`config.mk`:
```
export PLATFORM = sky130hd
export DESIGN_NAME = dffrs_pipe
export DESIGN_NICKNAME = d
export VERILOG_FILES = /design/src/rtl/dffrs_pipe.sv
export SDC_FILE = /design/constraint.sdc
export NUM_CORES = 1
export LEC_CHECK = 0
export ABC_AREA = 1
export CORE_MARGIN = 2
export CORE_UTILIZATION = 23
export DETAILED_ROUTE_END_ITERATION = 6
export SYNTH_ARGS = -nofsm -noshare
export SYNTH_HDL_FRONTEND = slang
export SYNTH_SLANG_ARGS = --single-unit
```
`constraint.sdc`:
```
create_clock -name CK -period 2.9 [get_ports CK]
set_clock_uncertainty 0.05 [all_clocks]
set_input_delay 0.58 -clock CK [delete_from_list [all_inputs] [get_ports CK]]
set_output_delay 0.58 -clock CK [all_outputs]
set_load 0.01 [all_outputs]
```
`src/rtl/dffrs_pipe.sv`:
```
// Forceable WIDTH x DEPTH register pipeline with valid/ready handshake and bubble collapse.
// Latency: DEPTH cycles from D acceptance to Q_VLD when Q_RDY stays high; 1 item/cycle.
// Backpressure: D_RDY is combinational from Q_RDY through the advance chain; empty stages still fill.
// Optional scan chain over all data bits when DFFRS_PIPE_SCAN_EN is defined.
module dffrs_pipe #(
  parameter int WIDTH = 8,
  parameter int DEPTH = 3
) (
  input  logic             CK,
  input  logic             RST,
  input  logic [WIDTH-1:0] D,
  input  logic             D_VLD,
  output logic             D_RDY,
  input  logic             SET,
  input  logic             CLR,
  output logic [WIDTH-1:0] Q,
  output logic [WIDTH-1:0] QN,
  output logic             Q_VLD,
  input  logic             Q_RDY
`ifdef DFFRS_PIPE_SCAN_EN
  ,
  input  logic             SE,
  input  logic             SI,
  output logic             SO
`endif
);

  logic [WIDTH-1:0] data     [DEPTH];
  logic [WIDTH-1:0] data_nxt [DEPTH];
  logic [WIDTH-1:0] up_dat   [DEPTH];
  logic [DEPTH-1:0] vld, vld_nxt;
  logic [DEPTH-1:0] cfl, cfl_nxt;
  logic [DEPTH-1:0] up_cfl;
  logic [DEPTH-1:0] adv;
  logic [DEPTH-1:0] load;
  logic             scan;

`ifdef DFFRS_PIPE_SCAN_EN
  logic [DEPTH-1:0] scan_in;

  assign scan = SE;
  assign SO   = data[DEPTH-1][WIDTH-1];

  // Shift-chain source per stage: SI feeds stage 0, each later stage takes the MSB of the one before.
  always_comb begin
    scan_in    = '0;
    scan_in[0] = SI;
    for (int i = 1; i < DEPTH; i++) begin
      scan_in[i] = data[i-1][WIDTH-1];
    end
  end
`else
  assign scan = 1'b0;
`endif

  // Advance chain from the output back to stage 0; frozen entirely while scanning.
  always_comb begin
    adv          = '0;
    adv[DEPTH-1] = vld[DEPTH-1] & Q_RDY & ~scan;
    for (int i = DEPTH - 2; i >= 0; i--) begin
      adv[i] = vld[i] & (~vld[i+1] | adv[i+1]) & ~scan;
    end
  end

  assign D_RDY = (~vld[0] | adv[0]) & ~scan;

  // Upstream source of each stage: D (with a clean conflict flag) for stage 0, the previous stage otherwise.
  always_comb begin
    up_cfl    = '0;
    load      = '0;
    up_dat[0] = D;
    load[0]   = D_VLD & D_RDY;
    for (int i = 1; i < DEPTH; i++) begin
      up_dat[i] = data[i-1];
      up_cfl[i] = cfl[i-1];
      load[i]   = adv[i-1];
    end
  end

  // Next state per stage: load/empty/hold for valid, then force applied on top of whatever was loaded.
  always_comb begin
    vld_nxt = '0;
    cfl_nxt = '0;
    for (int i = 0; i < DEPTH; i++) begin
      vld_nxt[i]  = load[i] ? 1'b1 : (adv[i] ? 1'b0 : vld[i]);
      data_nxt[i] = load[i] ? up_dat[i] : data[i];
      cfl_nxt[i]  = load[i] ? up_cfl[i] : cfl[i];
      if (SET && CLR) begin
        data_nxt[i] = '0;
        cfl_nxt[i]  = 1'b1;
      end else if (SET) begin
        data_nxt[i] = '1;
        cfl_nxt[i]  = 1'b0;
      end else if (CLR) begin
        data_nxt[i] = '0;
        cfl_nxt[i]  = 1'b0;
      end
`ifdef DFFRS_PIPE_SCAN_EN
      // Scan ignores force and holds flags; only the data bits shift.
      if (SE) begin
        data_nxt[i] = (data[i] << 1) | WIDTH'(scan_in[i]);
        cfl_nxt[i]  = cfl[i];
        vld_nxt[i]  = vld[i];
      end
`endif
    end
  end

  // Stage registers; reset wins over force, scan and handshake.
  always_ff @(posedge CK) begin
    if (RST) begin
      vld <= '0;
      cfl <= '0;
      for (int i = 0; i < DEPTH; i++) begin
        data[i] <= '0;
      end
    end else begin
      vld <= vld_nxt;
      cfl <= cfl_nxt;
      for (int i = 0; i < DEPTH; i++) begin
        data[i] <= data_nxt[i];
      end
    end
  end

  assign Q     = data[DEPTH-1];
  assign Q_VLD = vld[DEPTH-1];
  // A conflicted output stage reads as zero on both rails.
  assign QN    = ~Q & {WIDTH{~cfl[DEPTH-1]}};

endmodule

```
==> impl_metrics.json, run 1 <==
{
  "relSlewSlack_pct": 59.6,
  "path_max_fanout": 4,
  "layout.cells.non_filler": 307,
  "grt_max_degree": 25,
  "vias_per_cell": 4.12,
  "grt_pass1_wl_mm": 4.75,
  "endpoint_kind": "output pin",
  "required_ns": 2.27,
  "setup_ws_ns": 0.526,
  "areaGrowthSynthToFinish_pct": 28.7,
  "portBuffers": 31,
  "overflow": 0,
  "antenna_found_initial": 0,
  "clk_latency_ns": 0.28,
  "rsz0062_at_grt": "false",
  "synth_cells": 208,
  "crit_path_start_kind": "input pin",
  "fin_crit_ns": 2.37,
  "cts_tree": "yes",
  "path_class": "in2out",
  "path_clk_slew_ns": 0.06,
  "clock-sinks": 30,
  "vias": 1264,
  "die_y_microns": 82.6,
  "dp_slack_ns": 0.515,
  "dpl.hpwl_mm": 2.04,
  "fp.dieW_microns": 82.6,
  "status": "finished clean",
  "core_sq_mm": 0.00596,
  "worstPathArrival_ns": 1.74,
  "cts_setup_buffers": 0,
  "drc_errors": 0,
  "power_density_mw_per_mm2": 555,
  "ios": 32,
  "drtIter0Drc": 45,
  "ant_nets": 0,
  "syn_area_per_cell_sq_um": 6.83,
  "hold_viol": 0,
  "ir_drop_mv": 0.248,
  "detail_route.first_pass.iterations": 4,
  "start_util_pct": 23.9,
  "grt_pass1_vias": 1105,
  "syn-num-nets": 222,
  "wl_per_cell_microns": 9.27,
  "drive_gt1_share_pct": 7.33,
  "layout.nets": 245,
  "drv_cap": 0,
  "clockBufferDepth": 2,
  "netlist_area_sq_mm": 0.00142,
  "numCtsBuffers": 5,
  "rows": 28,
  "ctsResizeCount": 0,
  "worstMarginPinSlew_ns": 0.606,
  "period_share_pct": 81.9,
  "grtUsageTotal_pct": 9.23,
  "leakage_nw": 0.784,
  "layout.cells.most_common": "nand2_1",
  "die_area_sq_mm": 0.00682,
  "drv_slew": 0,
  "ctsRootBufferMaster": "clkbuf_8",
  "setup_viol": 0,
  "timing.fmax_mhz": 421,
  "ys_warn_count": 0,
  "cts_hold_buf": 0,
  "mostFrequentLayoutCells": "75 x nand2_1, 31 x clkdlybuf4s50_1, 30 x dfxtp_1",
  "place.gp.congestion": 0.735,
  "synth.yosys.seq_area_share_pct": 42.3,
  "setup_tns_ns": 0,
  "dpl.cell_count": 299,
  "hp-class": "reg2reg",
  "synth.distinct_cells": 16,
  "wirelength_mm": 2.85,
  "ctsHtreeMaxLevel": 2,
  "num_antenna_cells": 0,
  "ys_ff_latch": 30
}
==> worst max-delay path, stage by stage <==
cell and delay [ns]:
clkdlybuf4s50_1 0.45, inv_1 0.06, nand4_2 0.10, clkdlybuf4s50_1 0.55
==> kinds of logic (layout without fill, tap and decap cells) <==
family                 Yosys count  after routing  synth area share (%)
DFF                             30             30                  42.3
buffers and inverters           27             51                  11.2
and+or+nand+nor                117            117                  34.6
AOI/OAI and AO/OA               34             34                  12.0
==> through the flow <==
stage	area (sq um)	total power, mW	util [%]	hold WS, ns
6_report	1830	1.02	30.7	0.416
5_1_grt	1830	1.07	30.7	0.441
4_1_cts	1830	1.03	30.7	0.414
3_3_place_gp	1720	0.619	28.9	0.400
2_1_floorplan	1420	0.560	-	0.383
3_5_place_dp	1720	0.620	28.9	0.406
==> final timing paths <==
kind / start / to / slack [ns] / cells past startpoint
setup / recovery: Q_RDY / D_RDY / 0.53 / 4
hold / removal: cfl[1]$_SDFFE_PP0P_ / cfl[1]$_SDFFE_PP0P_ / 0.42 / 2
setup reg to reg: vld[2]$_SDFFE_PP0P_ / data[0][10]$_SDFFE_PP0P_ / 1.68 / 6
hold reg to reg: cfl[1]$_SDFFE_PP0P_ / cfl[1]$_SDFFE_PP0P_ / 0.42 / 2
==> registers in the layout, indices dropped and copies added, names as in the netlist <==
name	flops
vld	3
cfl	3
data	24
==> cell usage after synthesis <==
library cell | n | share of area, %
inv_1 | 10 | 2.6
nand2_4 | 1 | 0.79
dfxtp_1 | 30 | 42
nand2_1 | 75 | 20
o21ai_0 | 9 | 3.2
buf_2 | 3 | 1.1
buf_4 | 11 | 5.8
clkinv_4 | 1 | 0.62
nor2_4 | 1 | 0.79
nand4_2 | 1 | 0.88
nand2_2 | 4 | 1.8
clkbuf_1 | 1 | 0.26
nor2_1 | 20 | 5.3
a21oi_1 | 25 | 8.8
buf_6 | 1 | 0.79
nand3_1 | 15 | 5.3
==> layout make-up <==
cell class	count	area, sq um
fillers	667	4130
repair buffers	32	318
flip-flops and latches	30	601
inverters	11	46.3
multi-input cells	151	662
clock inverters	3	40.0
clock buffers	5	68.8
well taps	75	93.8
==> power breakdown <==
part	internal [mW]	leakage [nW]	switching [mW]	total (mW)
Combinational	0.0754	0.479	0.0801	0.155
Clock	0.252	0.0579	0.155	0.407
Sequential	0.439	0.248	0.0151	0.454
Total	0.766	0.784	0.250	1.02
==> layer usage <==
metal / wire (microns) / global-route usage (%) / share of wire (%) / vias up
met4: 89 / 6.39 / 3.1 / 0
met1: 1360 / 10.8 / 48 / 524
li1: - / - / - / 698
met2: 1240 / 14.8 / 44 / 34
met5: 0 / 0 / 0 / -
met3: 150 / 2.28 / 5.3 / 8
(Power assumes the default switching activity.)
==> run 2: changes to the inputs <==
Clock period 2.9 ns to 2.3 ns, I/O delays scaled along.
==> run 2 against run 1 <==
Net effect:
- clock power grew 28%
- power grew 27%
- core utilization grew 0.50 points
- sequential cell count is the same
- first-iteration DRC count grew 27%
- cell count grew 1.3%
- worst hold slack gained 0.0055 ns
- die area is the same
- sequential share of layout area shrank 0.53 points
- count of clock-buffer cells in the layout is the same
- global-route usage grew 0.56 points
- critical path type unchanged
- routed wire length grew 4.6%
==> impl_metrics.json, run 2 (synthesis gave the netlist of run 1 again) <==
{
  "crit_path_start_kind": "input pin",
  "critPathTopFamily": "buffers and inverters",
  "min_path_cells": 2,
  "path_buf_inv": 3,
  "internal_power_uw": 971,
  "hp-class": "reg2reg",
  "clk_latency_ns": 0.28,
  "clkPwrFrac_pct": 40.2,
  "portBuffers": 31,
  "timing.fmax_mhz": 467,
  "p_sw_uw": 324,
  "wirelength_mm": 2.98,
  "fin_crit_ns": 2.14,
  "path_max_fanout": 4,
  "worstMarginPinSlew_ns": 0.420,
  "cts_hold_buf": 0,
  "grt_max_degree": 22,
  "status": "finished clean",
  "slowest_stage": "clkdlybuf4s50_1",
  "holdPathEnd": "cfl[1]$_SDFFE_PP0P_",
  "fp.dieW_microns": 82.6,
  "clockBufferDepth": 2,
  "vias_per_cell": 4.13,
  "core_sq_mm": 0.00596,
  "ctsHtreeMaxLevel": 2,
  "layout.nets": 249,
  "grt_pass1_wl_mm": 5.00,
  "drtIter0Drc": 57,
  "rows": 28,
  "r2r.worst_path.cells": 6,
  "leakage_nw": 0.804,
  "numCtsBuffers": 5,
  "reg2reg_to": "data[0][15]$_SDFFE_PP0P_",
  "ctsRootBufferMaster": "clkbuf_8",
  "ff_latch_area_sq_um": 601,
  "rsz0062_at_grt": "false",
  "largest_register_ffs": 24,
  "setup_tns_ns": 0,
  "cts_setup_buffers": 0,
  "hp-start": "cfl[1]$_SDFFE_PP0P_",
  "swShare_pct": 25.0,
  "grt_pass1_vias": 1124,
  "num_antenna_cells": 0,
  "vias": 1285,
  "drc_errors": 0,
  "areaGrowthSynthToFinish_pct": 30.8,
  "layout.cells.most_common": "nand2_1",
  "drive_gt1_share_pct": 8.90,
  "hold_viol": 0,
  "relSlewSlack_pct": 71.9,
  "place.gp.congestion": 0.714,
  "ant_nets": 0,
  "setup_viol": 0,
  "multi_input_area_sq_um": 662,
  "endpoint_kind": "output pin",
  "r2r-start": "vld[2]$_SDFFE_PP0P_",
  "die_area_sq_mm": 0.00682,
  "detail_route.first_pass.iterations": 4,
  "p_seq_share_pct": 44.2,
  "p_comb_share_pct": 15.6,
  "drv_cap": 0,
  "grtUsageTotal_pct": 9.80,
  "critPathMaxStageDelay_ns": 0.55,
  "clock-sinks": 30,
  "holdWs_ns": 0.421,
  "power_density_mw_per_mm2": 697,
  "wl_per_cell_microns": 9.57,
  "required_ns": 1.79,
  "ios": 32,
  "path_class": "in2out",
  "cts_tree": "yes",
  "reg2reg_slack_ns": 1.05,
  "dpl.hpwl_mm": 2.17,
  "die_y_microns": 82.6,
  "drv_slew": 0,
  "period_share_pct": 93.2,
  "largestRegisters": "data: 24 flops, cfl: 3 flops, vld: 3 flops",
  "ir_drop_mv": 0.201,
  "path_clk_slew_ns": 0.06,
  "worstPathArrival_ns": 1.63,
  "start_util_pct": 23.9,
  "worstPathCellList": "clkdlybuf4s50_1 > inv_1 > nand4_2 > clkdlybuf4s50_1",
  "path_common_cell": "clkdlybuf4s50_1",
  "top_register": "data",
  "ctsResizeCount": 0,
  "antenna_found_initial": 0,
  "overflow": 0,
  "mostFrequentLayoutCells": "75 x nand2_1, 31 x clkdlybuf4s50_1, 30 x dfxtp_1",
  "fillers": 682,
  "postLayoutCoreUtil_pct": 31.2
}
## run 2: changes by cell type in the layout (fill, tap and decap cells not counted), sizes merged
cell  previous run  this run
buf              1         5
## run 2: worst max path at each step
stage | from | to | slack, ns | depth (start not counted)
after floorplan | Q_RDY | data[0][0]$_SDFFE_PP0P_ | 1.04 | 6
after global placement | Q_RDY | D_RDY | 0.16 | 4
after global routing | Q_RDY | D_RDY | 0.10 | 4
after detailed placement | Q_RDY | D_RDY | 0.16 | 4
after CTS | Q_RDY | D_RDY | 0.15 | 4
final | Q_RDY | D_RDY | 0.16 | 4
## run 2: area by class of cell
class                           instances  share of cell area, %
Multi-Input combinational cell        151                   35.6
Sequential cell                        30                   32.3
Timing Repair Buffer                   36                   18.7
Tap cell                               75                   5.05
Clock buffer                            5                   3.70
Inverter                               11                   2.49
Clock inverter                          3                   2.15
## run 2: power groups by stage
stage	clock [mW]	combinational [mW]	sequential [mW]
2_1_floorplan	0	0.128	0.579
3_3_place_gp	0	0.202	0.584
3_5_place_dp	0	0.205	0.585
4_1_cts	0.533	0.205	0.573
5_1_grt	0.557	0.230	0.577
6_report	0.520	0.202	0.573
## run 2: metal layers
layer / share of wire [%] / GRT usage, % / up-vias / wire length [microns]
met1: 49 / 11.7 / 544 / 1450
met2: 44 / 15.5 / 29 / 1310
met3: 4.3 / 2.28 / 8 / 127
met4: 2.9 / 6.89 / 0 / 87
met5: 0 / 0 / - / 0
li1: - / - / 704 / -
## run 2: tightest hold or removal path, stage by stage (launching register included)
cell and delay (ns):
dfxtp_1 0.31, nand2_1 0.06, a21oi_1 0.05
## run 2: stage by stage
stage	worst slack [ns]	power, mW	instance area (sq um)	instances
2_1_floorplan	1.04	0.706	1420	208
3_3_place_gp	0.164	0.785	1750	303
3_5_place_dp	0.156	0.790	1750	303
4_1_cts	0.152	1.31	1860	311
5_1_grt	0.101	1.36	1860	311
6_report	0.157	1.30	1860	311
==> run 3: changes to the inputs <==
Settings changed: CAP_MARGIN set to 0.
==> results of run 3 <==
Same layout as run 2: the final DEF is identical, and so are final timing and power.
